### src/rtl/mem_arb_if.sv
// Bus bundle between the three requesters, the arbiter and the unified memory.
// The slave modport is the arbiter view; the master modport is the requester/memory view.
interface mem_arb_if #(
  parameter int DATA_W = 32
);
  // Handshake: a requester raises *_req with stable we/addr/wdata and holds it
  // through its one-cycle *_ack; memory completes an mreq with a one-cycle mrdy.
  logic              x_req, d_req, i_req;
  logic              x_we, d_we;
  logic [DATA_W-1:0] x_addr, d_addr, i_addr;
  logic [DATA_W-1:0] x_wdata, d_wdata;
  logic              x_ack, d_ack, i_ack;
  logic [DATA_W-1:0] rdata;
  logic              err;
  logic              stall;
  logic              mreq;
  logic              mwe;
  logic [DATA_W-1:0] maddr;
  logic [DATA_W-1:0] mwdata;
  logic [DATA_W-1:0] mrdata;
  logic              mrdy;

  modport slave (
    input  x_req, d_req, i_req, x_we, d_we,
    input  x_addr, d_addr, i_addr, x_wdata, d_wdata,
    input  mrdata, mrdy,
    output x_ack, d_ack, i_ack, rdata, err, stall,
    output mreq, mwe, maddr, mwdata
  );

  modport master (
    output x_req, d_req, i_req, x_we, d_we,
    output x_addr, d_addr, i_addr, x_wdata, d_wdata,
    output mrdata, mrdy,
    input  x_ack, d_ack, i_ack, rdata, err, stall,
    input  mreq, mwe, maddr, mwdata
  );
endinterface

### src/rtl/mem_arb.sv
// Fixed-priority (X > D > I) arbiter for a single-ported memory with
// variable latency, timeout abort and one-cycle acks.
module mem_arb #(
  parameter int DATA_W = 32,
  parameter int TMO    = 16
) (
  input  logic       clk,
  input  logic       rst_n,
  mem_arb_if.slave   bus,
  output logic [1:0] state_o
);
  localparam int CNT_W = $clog2(TMO + 1);
  localparam logic [CNT_W-1:0] CNT_LAST = CNT_W'(TMO - 1);

  typedef enum logic [1:0] {S_IDLE = 2'd0, S_BUSY = 2'd1, S_RESP = 2'd2} state_t;
  typedef enum logic [1:0] {OWN_X = 2'd0, OWN_D = 2'd1, OWN_I = 2'd2} owner_t;

  state_t            state_q;
  owner_t            owner_q;
  logic              mreq_q, mwe_q;
  logic [DATA_W-1:0] maddr_q, mwdata_q, rdata_q;
  logic              err_q;
  logic              x_ack_q, d_ack_q, i_ack_q;
  logic [CNT_W-1:0]  cnt_q;
  logic              finish;

  // mrdy takes precedence over a timeout landing in the same cycle.
  assign finish = bus.mrdy | (cnt_q == CNT_LAST);

  always_ff @(posedge clk or negedge rst_n) begin
    if (!rst_n) begin
      state_q  <= S_IDLE;
      owner_q  <= OWN_X;
      mreq_q   <= 1'b0;
      mwe_q    <= 1'b0;
      maddr_q  <= '0;
      mwdata_q <= '0;
      rdata_q  <= '0;
      err_q    <= 1'b0;
      x_ack_q  <= 1'b0;
      d_ack_q  <= 1'b0;
      i_ack_q  <= 1'b0;
      cnt_q    <= '0;
    end else begin
      x_ack_q <= 1'b0;
      d_ack_q <= 1'b0;
      i_ack_q <= 1'b0;
      unique case (state_q)
        S_IDLE: begin
          cnt_q <= '0;
          if (bus.x_req) begin
            owner_q  <= OWN_X;
            mreq_q   <= 1'b1;
            mwe_q    <= bus.x_we;
            maddr_q  <= bus.x_addr;
            mwdata_q <= bus.x_wdata;
            state_q  <= S_BUSY;
          end else if (bus.d_req) begin
            owner_q  <= OWN_D;
            mreq_q   <= 1'b1;
            mwe_q    <= bus.d_we;
            maddr_q  <= bus.d_addr;
            mwdata_q <= bus.d_wdata;
            state_q  <= S_BUSY;
          end else if (bus.i_req) begin
            owner_q  <= OWN_I;
            mreq_q   <= 1'b1;
            mwe_q    <= 1'b0;
            maddr_q  <= bus.i_addr;
            mwdata_q <= '0;
            state_q  <= S_BUSY;
          end
        end
        S_BUSY: begin
          cnt_q <= cnt_q + CNT_W'(1);
          if (finish) begin
            mreq_q  <= 1'b0;
            rdata_q <= (bus.mrdy && !mwe_q) ? bus.mrdata : '0;
            err_q   <= ~bus.mrdy;
            x_ack_q <= (owner_q == OWN_X);
            d_ack_q <= (owner_q == OWN_D);
            i_ack_q <= (owner_q == OWN_I);
            state_q <= S_RESP;
          end
        end
        S_RESP: begin
          cnt_q   <= '0;
          state_q <= S_IDLE;
        end
        default: state_q <= S_IDLE;
      endcase
    end
  end

  assign bus.mreq   = mreq_q;
  assign bus.mwe    = mwe_q;
  assign bus.maddr  = maddr_q;
  assign bus.mwdata = mwdata_q;
  assign bus.rdata  = rdata_q;
  assign bus.err    = err_q;
  assign bus.x_ack  = x_ack_q;
  assign bus.d_ack  = d_ack_q;
  assign bus.i_ack  = i_ack_q;
  assign bus.stall  = (bus.i_req & ~i_ack_q) | (bus.d_req & ~d_ack_q);
  assign state_o    = state_q;
endmodule

### src/flat_wrapper.sv
// flat-port wrapper written by rule: the top's interface ports become plain ports
module mem_arb_flat 
#(
  parameter int DATA_W = 32,
  parameter int TMO    = 16
)
  (clk, rst_n, state_o, bus_x_req, bus_d_req, bus_i_req, bus_x_we, bus_d_we, bus_x_addr, bus_d_addr, bus_i_addr, bus_x_wdata, bus_d_wdata, bus_mrdata, bus_mrdy, bus_x_ack, bus_d_ack, bus_i_ack, bus_rdata, bus_err, bus_stall, bus_mreq, bus_mwe, bus_maddr, bus_mwdata);
  mem_arb_if #(.DATA_W(DATA_W)) bus_i ();
  input  logic clk;
  input  logic rst_n;
  output logic [1:0] state_o;
  input wire logic [$bits(bus_i.x_req)-1:0] bus_x_req;
  input wire logic [$bits(bus_i.d_req)-1:0] bus_d_req;
  input wire logic [$bits(bus_i.i_req)-1:0] bus_i_req;
  input wire logic [$bits(bus_i.x_we)-1:0] bus_x_we;
  input wire logic [$bits(bus_i.d_we)-1:0] bus_d_we;
  input wire logic [$bits(bus_i.x_addr)-1:0] bus_x_addr;
  input wire logic [$bits(bus_i.d_addr)-1:0] bus_d_addr;
  input wire logic [$bits(bus_i.i_addr)-1:0] bus_i_addr;
  input wire logic [$bits(bus_i.x_wdata)-1:0] bus_x_wdata;
  input wire logic [$bits(bus_i.d_wdata)-1:0] bus_d_wdata;
  input wire logic [$bits(bus_i.mrdata)-1:0] bus_mrdata;
  input wire logic [$bits(bus_i.mrdy)-1:0] bus_mrdy;
  output wire logic [$bits(bus_i.x_ack)-1:0] bus_x_ack;
  output wire logic [$bits(bus_i.d_ack)-1:0] bus_d_ack;
  output wire logic [$bits(bus_i.i_ack)-1:0] bus_i_ack;
  output wire logic [$bits(bus_i.rdata)-1:0] bus_rdata;
  output wire logic [$bits(bus_i.err)-1:0] bus_err;
  output wire logic [$bits(bus_i.stall)-1:0] bus_stall;
  output wire logic [$bits(bus_i.mreq)-1:0] bus_mreq;
  output wire logic [$bits(bus_i.mwe)-1:0] bus_mwe;
  output wire logic [$bits(bus_i.maddr)-1:0] bus_maddr;
  output wire logic [$bits(bus_i.mwdata)-1:0] bus_mwdata;
  assign bus_i.x_req = bus_x_req;
  assign bus_i.d_req = bus_d_req;
  assign bus_i.i_req = bus_i_req;
  assign bus_i.x_we = bus_x_we;
  assign bus_i.d_we = bus_d_we;
  assign bus_i.x_addr = bus_x_addr;
  assign bus_i.d_addr = bus_d_addr;
  assign bus_i.i_addr = bus_i_addr;
  assign bus_i.x_wdata = bus_x_wdata;
  assign bus_i.d_wdata = bus_d_wdata;
  assign bus_i.mrdata = bus_mrdata;
  assign bus_i.mrdy = bus_mrdy;
  assign bus_x_ack = bus_i.x_ack;
  assign bus_d_ack = bus_i.d_ack;
  assign bus_i_ack = bus_i.i_ack;
  assign bus_rdata = bus_i.rdata;
  assign bus_err = bus_i.err;
  assign bus_stall = bus_i.stall;
  assign bus_mreq = bus_i.mreq;
  assign bus_mwe = bus_i.mwe;
  assign bus_maddr = bus_i.maddr;
  assign bus_mwdata = bus_i.mwdata;
  mem_arb #(.DATA_W(DATA_W), .TMO(TMO)) u_core (.clk(clk), .rst_n(rst_n), .bus(bus_i), .state_o(state_o));
endmodule
### config.mk
export PLATFORM = sky130hd
export DESIGN_NAME = mem_arb_flat
export DESIGN_NICKNAME = d
export VERILOG_FILES = /design/src/rtl/mem_arb_if.sv /design/src/rtl/mem_arb.sv /design/src/flat_wrapper.sv
export SDC_FILE = /design/constraint.sdc
export NUM_CORES = 1
export LEC_CHECK = 0
export CORE_UTILIZATION = 30
export DETAILED_ROUTE_END_ITERATION = 6
export GPL_TIMING_DRIVEN = 0
export MAX_ROUTING_LAYER = met4
export PLACE_DENSITY = 0.67
export SLEW_MARGIN = 10
export SYNTH_ARGS = -nofsm -noshare
export SYNTH_HDL_FRONTEND = slang
export SYNTH_SLANG_ARGS = --single-unit
### constraint.sdc
create_clock -name clk -period 1.55 [get_ports clk]
set_input_delay 0.155 -clock clk [delete_from_list [all_inputs] [get_ports clk]]
set_output_delay 0.155 -clock clk [all_outputs]
set_load 0.05 [all_outputs]
# Yosys cells after proc, flatten, opt, wreduce, memory -nomap -nowiden
# Index checks and enable logic that the tools add are counted.
[classes] add_sub_neg=1 multipliers=0 div=0 n_lt_le_gt_ge=0 eq_ne=7 n_shift=0 muxes=30 n_bitwise=7 n_reduce_logical=12
[ops] op="$mux 32" count=7
[ops] op="$mux 2" count=7
[ops] op="$mux 1" count=13
[ops] op="$pmux 5 s2" count=1
[ops] op="$reduce_and 2->1" count=3
[ops] op="$add 5x1->5 const B" count=1
[ops] op="$eq 5x4->1 const B" count=1
[ops] op="$eq 2x1->1 const B" count=2
[ops] op="$eq 2x2->1 const B" count=2
[ops] op="$logic_not 2->1" count=2
[ops] op="$ne 4x4->1 const B" count=1
[ops] op="$pmux 2 s2" count=1
[ops] op="$reduce_bool 2->1" count=2
[ops] op="$not 1->1" count=3
[ops] op="$reduce_and 3->1" count=1
[ops] op="$reduce_bool 3->1" count=1
[ops] op="$and 1x1->1" count=2
[ops] op="$ne 2x1->1 const B" count=1
[ops] op="$or 1x1->1" count=2
[ops] op="$pmux 1 s2" count=1
[ops] op="$reduce_or 2->1" count=1
[ops] op="$logic_and 1x1->1" count=1
[ops] op="$logic_not 1->1" count=1
[totals] ff_bits=111 latchBits=0 ramBits=0 rom_bits=0 in_bits=200 output_inout_bits=105 elab_cells=69 mem_count=0

# Depth between registers and ports, before layout
[depth] ltp_word=4 ltp_mapped=7 mapped_depth_nobuf=6

# Worst setup path before layout
# OpenSTA, ideal clock, no wires.
[synth_timing] kind="reg2reg" from="reg u_core.cnt_q[0]" to="reg u_core.rdata_q[22], in the netlist u_core.bus.rdata[22]" setup_time_ns=0.076 t_arrival_ns=1.629 required_ns=1.474 setup_slack_ns=-0.155 path_stages_with_launch=8 path_buffers=1 period_less_slack_ns=1.705 cell_sequence="dfrtp_1 ha_1 and3_1 ha_1 nor2_1 clkbuf_1 o21ai_0 o21ai_1"
[synth_via] elab_chain_len=3
[synth_lines] element="start: declaration" line="mem_arb.sv:24" rtl="logic [CNT_W-1:0] cnt_q;"
[synth_lines] element="start signal: assignment" line="mem_arb.sv:75" rtl="cnt_q <= cnt_q + CNT_W'(1);"
[synth_lines] element="$eq 5x4->1" line="mem_arb.sv:28" rtl="assign finish = bus.mrdy | (cnt_q == CNT_LAST);"
[synth_lines] element="$or 1x1->1" line="mem_arb.sv:28"
[synth_lines] element="$reduce_and 2->1 (no source line)"
[synth_lines] element="end signal: assignment" line="mem_arb.sv:78" rtl="rdata_q <= (bus.mrdy && !mwe_q) ? bus.mrdata : '0;"
[synth_lines] element="end: declaration" line="mem_arb.sv:21" rtl="logic [DATA_W-1:0] maddr_q, mwdata_q, rdata_q;"
# No other way between the ends.
# A chain may end at the register's enable or synchronous reset.

# Worst setup path after layout
[layout_timing] from="reg u_core.cnt_q[0]" to="reg u_core.rdata_q[16], in the netlist u_core.bus.rdata[16]"
# The elaborated chain is that of the path after synthesis.

==> metrics.txt <==
Max Cap Viol 0; Max VDD drop around 0.0013 V; Slew Viols, Final 0; Sum Neg Setup Slack -2.854 ns; Pint roughly 8.9 mW; router iterations before antenna repair 4; reg2reg setup slack -0.13 ns; largest net degree at the start of global routing between 50 and 60; Synth top area share about 50%; placed cells 1,066; Finished Core Util around 54%; Hold Path Class input pin to register; top layer in use met4; post-synth cell types 35; Diodes inserted 0; worst slew pin tran 0.7405 ns; critical path required time ~1.8 ns; CTS sink count about 110; status complete, but fails checks; clock skew about 0.013 ns; Final Instance Count excl. Fillers roughly 1,100; CTS Buf Count 9; synthesized net count about 740; first-pass GRT wire length about 32,000 um; Startpoint Class register; DP HPWL between 15,000 and 20,000 um; ANT nets after route 0; I/O Pins between 300 and 400; Mapped Area between 5000 and 6000 um2; H-tree levels 3; worst hold endpoint u_core.bus.mwdata[30]$_DFFE_PN0P_; DRT iter0 DRCs 224; clock-pin slew on the worst setup and hold paths roughly 0.08 ns; #FFs+latches synth 111; pwr dens roughly 1900 nW/um2; RR Startpoint u_core.cnt_q[0]$_DFFE_PN0P_; fill count roughly 1,700; routed length on met2 ~10,000 um; Initial Util just over 30%; DRC Markers 0; endpoints failing setup 33; Final Critical Period 1.676 ns; hold path start bus_x_req; number of global-route vias before repair ~5,700; WL per Instance roughly 19 um; RR Endpoint u_core.bus.rdata[16]$_DFFE_PN0P_; synth warn 0; CTS tree built; Die Width 138.0 um; I/O Buffers just over 300; register share of total power between 20% and 30%; Worst Reg2Reg Path Length in Cells 9; sw frac 51.67%; Post-Syn Instances 533; Place WS -0.8286 ns; WP data arrival 1.95 ns; final wirelength 20,410 um; row count 49; Fin. Hold Viols 0; clk_lat worst skew roughly 0.36 ns; Via Count 5,379; Clock Power Share between 10% and 20%; kind of critical path register to register; synthesis-to-layout area growth 73.81%; sequential area share after synthesis between 50% and 60%; net switching power around 9.5 mW; failing checks negative setup slack; fmax just under 600 MHz; met3 wire length around 1500 um; Area contributors post-synth dfrtp_1 (50%), o21ai_0 (9.5%), mux2_2 (6.5%); Longest Clk Path Bufs 2; combinational share of power between 60% and 70%; Relative slew margins between 50 and 60%; routability congestion estimate between 0.8 and 0.9; Final Power roughly 18 mW; Die ar. roughly 19,000 um2; initial antenna violation count 0; Vias/cell a little under 5; worst setup margin -0.1264 ns; crit path capture type register; Final Cycle Share 108.2%; GRT Util Overall ~22%; Syn Area/Cell ~10 um2; hold path cells 4; Core ar. 18,020 um2; gr ovfl total 0; RSZ-0062 raised after global routing true; met1 WL roughly 8100 um; Die H 138.0 um; P_leak between 4 and 5 nW; post-synth top area cell dfrtp_1; critical-path maximum fanout 7; Nets between 1,000 and 1,500; Clock Tree Root clkbuf_16; layout cells sized above 1 between 20% and 30%
-- critical path, stage by stage, from the launching register on --
cell and delay, ns:
dfrtp_1 0.39, ha_2 0.19, and3_4 0.18, ha_4 0.17, buf_6 0.11, nor2_4 0.09, buf_12 0.14, clkbuf_8 0.15
o21ai_2 0.05, o21ai_1 0.11
-- how the worst max path moves through the flow --
stage | slack (ns) | from | cells after the start | endpoint
2_1_floorplan | -0.007 | u_core.state_o[1]$_DFFE_PN0P_ | 6 | u_core.bus.maddr[10]$_DFFE_PN0P_
3_3_place_gp | -4.66 | rst_n | 1 | u_core.state_o[0]$_DFFE_PN0P_
3_5_place_dp | -0.83 | bus_d_req | 6 | bus_stall
4_1_cts | -0.12 | u_core.cnt_q[0]$_DFFE_PN0P_ | 9 | u_core.bus.rdata[12]$_DFFE_PN0P_
5_1_grt | -0.19 | u_core.state_o[1]$_DFFE_PN0P_ | 5 | u_core.bus.rdata[5]$_DFFE_PN0P_
6_report | -0.13 | u_core.cnt_q[0]$_DFFE_PN0P_ | 9 | u_core.bus.rdata[16]$_DFFE_PN0P_
-- cell usage in the layout (no fill, tap or decap), types with 6 or more instances in the layout --
cell / instances
dfrtp_1: 109
buf_2: 13
clkbuf_1: 11
dlygate4sd2_1: 102
mux2_2: 32
mux2i_1: 33
nand2_1: 36
o21ai_1: 69
buf_12: 6
buf_8: 8
buf_6: 13
o21ai_0: 45
clkbuf_16: 9
o21ai_2: 80
clkdlybuf4s50_1: 197
a22oi_1: 32
buf_4: 11
-- logic make-up after synthesis --
kind of cell / share of synthesized area (%)
AO/OA/AOI/OAI: 25.50
XOR/XNOR: 0.4735
adder cells (fa/ha/maj): 0.4508
buffers and inverters: 5.703
flip-flops: 50.05
multiplexers: 12.44
AND/OR/NAND/NOR: 5.388
-- power groups by stage --
stage / Sequential [mW] / Combinational, mW / Clock (mW)
floorplan: 9.20 / 2.83 / 0
global placement: 4.89 / 11.2 / 0
detailed placement: 4.94 / 11.2 / 0
CTS: 4.89 / 11.0 / 2.31
global route: 5.15 / 11.7 / 2.41
finish: 4.96 / 11.2 / 2.25
-- final cells by class --
cell class / instances / area (um2) / area share [%]
clock buffer: 9 / 225.2 / 2.335
tap: 229 / 286.5 / 2.970
timing repair buffer: 323 / 3213 / 33.31
inverter: 4 / 15.01 / 0.1556
buffer: 51 / 401.6 / 4.163
sequential: 111 / 2780 / 28.82
clock inverter: 7 / 52.55 / 0.5447
multi-input combinational: 367 / 2673 / 27.70
-- flip-flops by register name, indices dropped and copies added, names as in the netlist --
register and count:
u_core.bus.maddr 32, u_core.bus.mreq 1, u_core.cnt_q 5, u_core.bus.mwe 1, u_core.owner_q 2, u_core.bus.d_ack 1, u_core.bus.rdata 32, u_core.bus.x_ack 1
u_core.state_o 2, u_core.bus.err 1, u_core.bus.mwdata 32, u_core.bus.i_ack 1
-- what timing repair did --
action,in CTS,in global routing
pin swaps,38,2
gates cloned,6,0
resized for setup,191,64
hold buffers,1,0
setup buffers,10,5
endpoints found under the hold margin,55,0
endpoints found under the setup margin,162,80
-- cell usage after synthesis --
cell      instances
and2_1            4
a31oi_1           1
or2_4             1
buf_4             2
nand2_2           1
or3_4             1
and2b_2           1
a21oi_1           4
nand2b_1          2
o21ai_1          50
nor3b_1           2
nand4b_1          1
nor2b_1           3
ha_1              2
inv_1             4
o22ai_1           1
a21o_1            1
a22oi_1          32
buf_8             3
mux2i_1          33
and3_1            1
xnor2_1           3
buf_2            25
nor2_1            5
o21ai_0         105
buf_6             5
clkbuf_1         16
dfrtp_1         111
nand3b_1          1
nor2_2            1
mux2_2           32
nand2_1          36
nor3_1            2
a22o_1            1
o21ai_2          40
-- stage by stage --
stage,hold slack (ns),cell area [um2]
after floorplan,-0.1406,5632
final,0.2614,9647
after detailed placement,0.1688,8980
after global routing,0.2866,9647
after CTS,0.2588,9517
after global placement,0.4645,8951
-- layer usage --
layer,global-route usage [%],vias up
met3,5.785,20
met2,38.29,214
met1,25.54,2556
met5,-,-
li1,-,2589
met4,5.784,0
Note: power is estimated with default switching activity, not from simulation.
